**config.mk**
```make
export PLATFORM = sky130hd
export DESIGN_NAME = hero_palette_arbiter
export DESIGN_NICKNAME = d
export VERILOG_FILES = /design/src/rtl/hero_gfx_pkg.sv /design/src/rtl/rr_arbiter_core.sv /design/src/rtl/hero_palette_arbiter.sv
export SDC_FILE = /design/constraint.sdc
export NUM_CORES = 1
export LEC_CHECK = 0
export CORE_UTILIZATION = 48
export CTS_BUF_LIST = sky130_fd_sc_hd__clkbuf_8
export DETAILED_ROUTE_END_ITERATION = 8
export GPL_TIMING_DRIVEN = 1
export PLACE_DENSITY = 0.86
export SLEW_MARGIN = 20
export SYNTH_ARGS = -nofsm -noshare
export SYNTH_HDL_FRONTEND = slang
export SYNTH_SLANG_ARGS = --single-unit
```
**constraint.sdc**
```tcl
create_clock -name Clk -period 4.4 [get_ports Clk]
set_input_delay 0.88 -clock Clk [delete_from_list [all_inputs] [get_ports Clk]]
set_output_delay 0.88 -clock Clk [all_outputs]
set_load 0.005 [all_outputs]
```
**src/rtl/hero_gfx_pkg.sv**
```systemverilog
// Shared types and helpers for the hero sprite palette path: the palette index
// and RGB types, the transparent index, the round-robin pointer step and the
// 8-entry hero palette ROM.
package hero_gfx_pkg;

    typedef logic [2:0] pal_idx_t;

    typedef struct packed {
        logic [3:0] red;
        logic [3:0] green;
        logic [3:0] blue;
    } rgb12_t;

    localparam pal_idx_t PAL_TRANSPARENT = 3'd0;

    // Next round-robin pointer after a grant to grant_idx among n requesters.
    // The pointer lands just past the winner and wraps n-1 -> 0. An
    // out-of-range index leaves the pointer where it was.
    function automatic int unsigned rr_next(input int unsigned ptr,
                                            input int unsigned grant_idx,
                                            input int unsigned n);
        int unsigned nxt;
        if (grant_idx >= n) begin
            nxt = ptr;
        end else if (grant_idx == n - 1) begin
            nxt = 0;
        end else begin
            nxt = grant_idx + 1;
        end
        return nxt;
    endfunction

    // Hero palette ROM, 4/4/4 RGB.
    function automatic rgb12_t palette_lookup(input pal_idx_t idx);
        rgb12_t rgb;
        case (idx)
            3'd0:    rgb = rgb12_t'(12'h631);
            3'd1:    rgb = rgb12_t'(12'h0E0);
            3'd2:    rgb = rgb12_t'(12'h05E);
            3'd3:    rgb = rgb12_t'(12'hDBA);
            3'd4:    rgb = rgb12_t'(12'h000);
            3'd5:    rgb = rgb12_t'(12'hE30);
            3'd6:    rgb = rgb12_t'(12'h028);
            default: rgb = rgb12_t'(12'h070);
        endcase
        return rgb;
    endfunction

endpackage

```
**src/rtl/rr_arbiter_core.sv**
```systemverilog
// Combinational round-robin picker. Searches rr_ptr, rr_ptr+1, ... mod NREQ
// and grants the first valid requester. The pointer lives in the caller.
module rr_arbiter_core #(
    parameter  int NREQ = 4,
    localparam int ID_W = $clog2(NREQ)
) (
    input  logic [NREQ-1:0] req,
    input  logic            enable,
    input  logic [ID_W-1:0] rr_ptr,
    output logic [NREQ-1:0] grant,
    output logic [ID_W-1:0] grant_idx
);

    logic found;

    // Priority search that starts at the pointer. The outer loop is the
    // distance from the pointer; the inner loop finds the requester at that
    // distance.
    always_comb begin
        // NOTE: every output of this block gets a default first, so the
        // no-grant path never holds an old value and no latch is inferred.
        grant     = '0;
        grant_idx = '0;
        found     = 1'b0;
        for (int k = 0; k < NREQ; k++) begin
            for (int i = 0; i < NREQ; i++) begin
                if (enable && !found && req[i] &&
                    (((int'(rr_ptr) + k) % NREQ) == i)) begin
                    grant[i]  = 1'b1;
                    grant_idx = ID_W'(i);
                    found     = 1'b1;
                end
            end
        end
    end

endmodule

```
**src/rtl/hero_palette_arbiter.sv**
```systemverilog
// Shares the hero palette lookup among NREQ sprite-pixel requesters. One
// round-robin grant per cycle feeds a single-entry registered response stage
// that honours backpressure from the frame-buffer writer.
module hero_palette_arbiter
    import hero_gfx_pkg::*;
#(
    parameter  int       NREQ            = 4,   // 2..8
    parameter  pal_idx_t TRANSPARENT_IDX = PAL_TRANSPARENT,
    localparam int       ID_W            = $clog2(NREQ)
) (
    input  logic              Clk,
    input  logic              Reset_n,
    input  logic [NREQ-1:0]   req_valid,
    input  logic [3*NREQ-1:0] req_index,
    output logic [NREQ-1:0]   req_ready,
    output logic              rsp_valid,
    input  logic              rsp_ready,
    output logic [ID_W-1:0]   rsp_id,
    output logic [11:0]       rsp_rgb,
    output logic              rsp_transparent
);

    logic            rsp_valid_q, rsp_valid_d;
    logic [ID_W-1:0] rsp_id_q, rsp_id_d;
    rgb12_t          rsp_rgb_q, rsp_rgb_d;
    logic            rsp_transparent_q, rsp_transparent_d;
    logic [ID_W-1:0] rr_ptr_q, rr_ptr_d;

    logic            stage_free;
    logic            grant_en;
    logic [NREQ-1:0] grant;
    logic [ID_W-1:0] grant_idx;
    logic            any_grant;
    pal_idx_t        sel_index;

    // The stage can take a new pixel when empty or when its current pixel
    // leaves this cycle. Grants are also blocked while reset is held, since
    // the emptied stage would otherwise look free.
    assign stage_free = !rsp_valid_q || rsp_ready;
    assign grant_en   = stage_free && Reset_n;

    rr_arbiter_core #(.NREQ(NREQ)) u_rr_core (
        .req       (req_valid),
        .enable    (grant_en),
        .rr_ptr    (rr_ptr_q),
        .grant     (grant),
        .grant_idx (grant_idx)
    );

    assign req_ready = grant;
    assign any_grant = |grant;

    // Index mux for the granted requester; only the data path sees
    // req_index, so req_ready never depends on it.
    always_comb begin
        sel_index = '0;
        for (int i = 0; i < NREQ; i++) begin
            if (grant[i]) begin
                sel_index = req_index[3*i +: 3];
            end
        end
    end

    // Next state: load on grant (replacing any pixel leaving this cycle),
    // drain when consumed with nothing new, otherwise hold.
    always_comb begin
        rsp_valid_d       = rsp_valid_q;
        rsp_id_d          = rsp_id_q;
        rsp_rgb_d         = rsp_rgb_q;
        rsp_transparent_d = rsp_transparent_q;
        rr_ptr_d          = rr_ptr_q;
        if (any_grant) begin
            rsp_valid_d       = 1'b1;
            rsp_id_d          = grant_idx;
            rsp_rgb_d         = palette_lookup(sel_index);
            rsp_transparent_d = (sel_index == TRANSPARENT_IDX);
            rr_ptr_d          = ID_W'(rr_next(32'(rr_ptr_q), 32'(grant_idx), 32'(NREQ)));
        end else if (rsp_ready) begin
            rsp_valid_d = 1'b0;
        end
    end

    // State registers; reset clears the response stage and the pointer.
    always_ff @(posedge Clk or negedge Reset_n) begin
        if (!Reset_n) begin
            rsp_valid_q       <= 1'b0;
            rsp_id_q          <= '0;
            rsp_rgb_q         <= '0;
            rsp_transparent_q <= 1'b0;
            rr_ptr_q          <= '0;
        end else begin
            // NOTE: non-blocking assignments here so every register samples
            // the pre-edge values computed above, independent of order.
            rsp_valid_q       <= rsp_valid_d;
            rsp_id_q          <= rsp_id_d;
            rsp_rgb_q         <= rsp_rgb_d;
            rsp_transparent_q <= rsp_transparent_d;
            rr_ptr_q          <= rr_ptr_d;
        end
    end

    assign rsp_valid       = rsp_valid_q;
    assign rsp_id          = rsp_id_q;
    assign rsp_rgb         = rsp_rgb_q;
    assign rsp_transparent = rsp_transparent_q;

endmodule

```
==> reports/metrics.cfg <==
[run_status]
run_status = complete, no violations

[floorplan]
die-area_sq_um = 2340
num_io_pins = 39
rows = 16
area_of_the_core_region_sq_um = 2000
start_util_pct = 51.6
chipHeight_microns = 48.4
horizontal_die_dimension_microns = 48.4

[power_and_ir_drop]
finalPower_mw = 0.904
p_switching_mw = 0.337
comb_power_share_pct = 54.7
sequential_fraction_of_design_power_pct = 32.9
switching_share_pct = 37.3
p_int_mw = 0.567
power_density_nw_per_um2 = 623
vdd.ir_drop.worst_v = 0.000425
power_leakage_nw = 0.642
clock_power_share_pct = 12.4

[setup_path]
path_delay_family = buffers and inverters
worst-r2r-setup-slack_ns = 1.95
criticalPathCategory = input port to primary output
slowest_delay_ns = 0.54
worst_r2r_startpoint = rsp_valid
crit_path_start = req_valid[2]
end_kind = primary output
arrival_ns = 2.85
r2r_cells = 9
critical-path-top-cell-by-count = sky130_fd_sc_hd__clkdlybuf4s50_1
worstPathMaxFanout = 8
critical_path.slowest_cell = sky130_fd_sc_hd__clkdlybuf4s50_1
worst-path-buf-inv = 3
worstPathCellList = clkdlybuf4s50_1, o21ai_0, o21a_1, o211ai_1, o21ai_2, nand2_1, inv_1, clkdlybuf4s50_1
critical_path.reg2reg.endpoint = rsp_rgb[10]
crit_path_start_kind = input port
critPathRequiredTime_ns = 3.52

[timing]
whs_ns = 0.483
fin_skew_ns = 0.00474
max_freq_mhz = 268
max_slew_margin_pct = 61.0
grt_setup_unrepaired = false
hold_viol_final = 0
min_period_over_period_pct = 84.7
timing.setup.tns_ns = 0
report.final.slew_viol_count = 0
finalSetupViolations = 0
worstMarginPinSlew_ns = 0.585
min_tclk_post_route_ns = 3.73

[grt]
wire_length_of_the_first_global_routing_pass_microns = 4530
gr-total-overflow = 0
antenna_violations_before_repair = 0
grt_max_degree = 18
grt_pass1_vias = 952
grtUsageTotal_pct = 24.7

[clocking]
post_cts.repair.setup_buffers = 0
cts-resized-gates = 0
clock_path_buffers = 2
path_clk_slew_ns = 0.06
cts_hold_repair.buffers = 0
cts_tree = done
tritoncts.num_buffers = 3
clock_tree.htree_level_count = 1
number_of_clock_sinks = 17
clock_latency_ns = 0.25
cts_root_buffer = sky130_fd_sc_hd__clkbuf_8

[place]
finalWeightedCongestion = 0.883
dpl.hpwl_microns = 1960
dp.cells = 171
numPortBuffers = 38

[min_path]
hold_path_end = rsp_id[1]
min_delay_path_depth = 2
worstHoldStart = rsp_id[1]
timing.hold.worst.class = flip-flop to flip-flop

[yosys]
ys_dominant_reg_cell = sky130_fd_sc_hd__dfrtp_1
synth_largest_type_area_fraction_pct = 41.2
yosys_warnings = 0
synth.ff_latch_count = 17
syn_area_per_cell_sq_um = 9.23
ys_seq_area_share_pct = 41.2
synth.top_cells.by_area = sky130_fd_sc_hd__dfrtp_1 (41%), sky130_fd_sc_hd__nand2_1 (5.4%), sky130_fd_sc_hd__nor2_1 (4.0%), sky130_fd_sc_hd__a21oi_1 (3.4%), sky130_fd_sc_hd__o21ai_0 (2.9%)
post_synth_cell_types = 43
synth_nets = 131
fraction_of_registers_with_async_set_or_reset_after_synthesis_pct = 100
synth_area_leader_cell = sky130_fd_sc_hd__dfrtp_1
synth-edff-count = 0
post_synth_instance_area_sq_um = 1030
synthesis.instances = 112

[drt]
post_drt_wl_per_cell_microns = 14.9
first_pass_iters = 4
ant_nets = 0
route.vias.total = 1020
wl_met2_microns = 1290
detail_route.iter0.violations = 20
wl_met3_microns = 185
m1WireLength_microns = 1120
vias_per_cell = 5.83
dr.max_layer_used = met4
drc = 0
drt-total-wl_microns = 2620

[layout]
final_instance_count_without_filler_cells = 175
seq_area_sq_um = 425
diodes = 0
areaGrowthSynthToFinish_pct = 40.4
fillers = 145
layout.nets = 168
final_layout_size_suffix_gt1_share_pct = 10.1
multiInputGateArea_sq_um = 531

[run]
max-cap-violations = 0

-- layout make-up --
cell class	count	share of cell area, %
clock inverters	1	0.259
clock buffers	3	2.84
well taps	27	2.33
flip-flops and latches	17	29.3
multi-input cells	81	36.6
repair buffers	39	26.7
inverters	7	1.98
-- worst min-delay path: stages, from the launching register on --
cell and delay (ns):
sky130_fd_sc_hd__dfrtp_1 0.35, sky130_fd_sc_hd__nand2_1 0.05, sky130_fd_sc_hd__nand2_1 0.05
-- Yosys cell counts (2+ instances only) --
master                     instances
sky130_fd_sc_hd__xnor2_1           2
sky130_fd_sc_hd__buf_4             3
sky130_fd_sc_hd__o21ai_0           6
sky130_fd_sc_hd__a21oi_1           7
sky130_fd_sc_hd__o211ai_1          3
sky130_fd_sc_hd__nand2_1          15
sky130_fd_sc_hd__a22o_1            2
sky130_fd_sc_hd__nor2_1           11
sky130_fd_sc_hd__a21o_1            2
sky130_fd_sc_hd__and2_1            2
sky130_fd_sc_hd__a32oi_1           2
sky130_fd_sc_hd__dfrtp_1          17
sky130_fd_sc_hd__buf_2             2
sky130_fd_sc_hd__inv_1             6
sky130_fd_sc_hd__and3_1            3
sky130_fd_sc_hd__nand3_1           2
-- kinds of logic (layout without fill, tap and decap cells) --
kind of cell / Yosys count / in the layout / share of synthesized area [%]
AO/OA/AOI/OAI: 40 / 40 / 30.6
AND/OR/NAND/NOR: 38 / 38 / 17.6
flip-flops: 17 / 17 / 41.2
buffers and inverters: 14 / 50 / 7.51
XOR/XNOR: 2 / 2 / 1.70
multiplexers: 1 / 1 / 1.45
-- registers in the layout, indices dropped and copies added (netlist names) --
register / cells
rr_ptr_q: 2
rsp_id: 2
rsp_rgb: 11
rsp_transparent: 1
rsp_valid: 1
-- power groups by stage --
| stage | Combinational, mW | Clock [mW] | Sequential (mW) |
|---|---|---|---|
| detailed placement | 0.495 | 0 | 0.298 |
| floorplan | 0.314 | 0 | 0.279 |
| global placement | 0.481 | 0 | 0.294 |
| finish | 0.495 | 0.112 | 0.297 |
| CTS | 0.496 | 0.115 | 0.297 |
| global route | 0.547 | 0.123 | 0.305 |
-- metal layers --
| metal | up-vias | track usage, % |
|---|---|---|
| met5 | - | 0 |
| met4 | 0 | 6.37 |
| met3 | 2 | 5.97 |
| met2 | 52 | 41.1 |
| met1 | 492 | 32.4 |
| li1 | 474 | - |
-- worst max-delay path by stage --
stage                     cells after the start           end
after detailed placement                      8  req_ready[0]
after CTS                                     8  req_ready[0]
after global routing                          8  req_ready[0]
after global placement                        8  req_ready[0]
final                                         8  req_ready[0]
after floorplan                               7  req_ready[0]
-- stage by stage --
stage          cell area [sq um]  setup slack (ns)  util [%]
2_1_floorplan               1030              1.74         -
6_report                    1450             0.671      72.5
5_1_grt                     1450             0.537      72.5
3_3_place_gp                1410             0.778      70.3
4_1_cts                     1450             0.688      72.5
3_5_place_dp                1410             0.698      70.3
-- placed cells by master (no fill, tap or decap), drive strengths merged --
cell | netlist | routed
a211o | 1 | 1
a21boi | 1 | 1
a21o | 2 | 2
a21oi | 8 | 8
a221o | 1 | 1
a22o | 2 | 2
a22oi | 1 | 1
a2bb2oi | 1 | 1
a311oi | 1 | 1
a31oi | 1 | 1
a32o | 1 | 1
a32oi | 2 | 2
and2 | 2 | 2
and3 | 3 | 3
buf | 6 | 1
clkbuf | 1 | 3
clkdlybuf4s50 | 0 | 38
dfrtp | 17 | 17
inv | 7 | 8
mux2 | 1 | 1
nand2 | 15 | 15
nand2b | 2 | 2
nand3 | 2 | 2
nand3b | 1 | 1
nor2 | 11 | 11
nor2b | 1 | 1
o2111a | 1 | 1
o2111ai | 1 | 1
o211ai | 4 | 4
o21a | 2 | 2
o21ai | 7 | 7
o221a | 1 | 1
o221ai | 1 | 1
o22ai | 1 | 1
or2 | 1 | 1
xnor2 | 2 | 2
No activity file was read; power rests on OpenSTA's default activity.
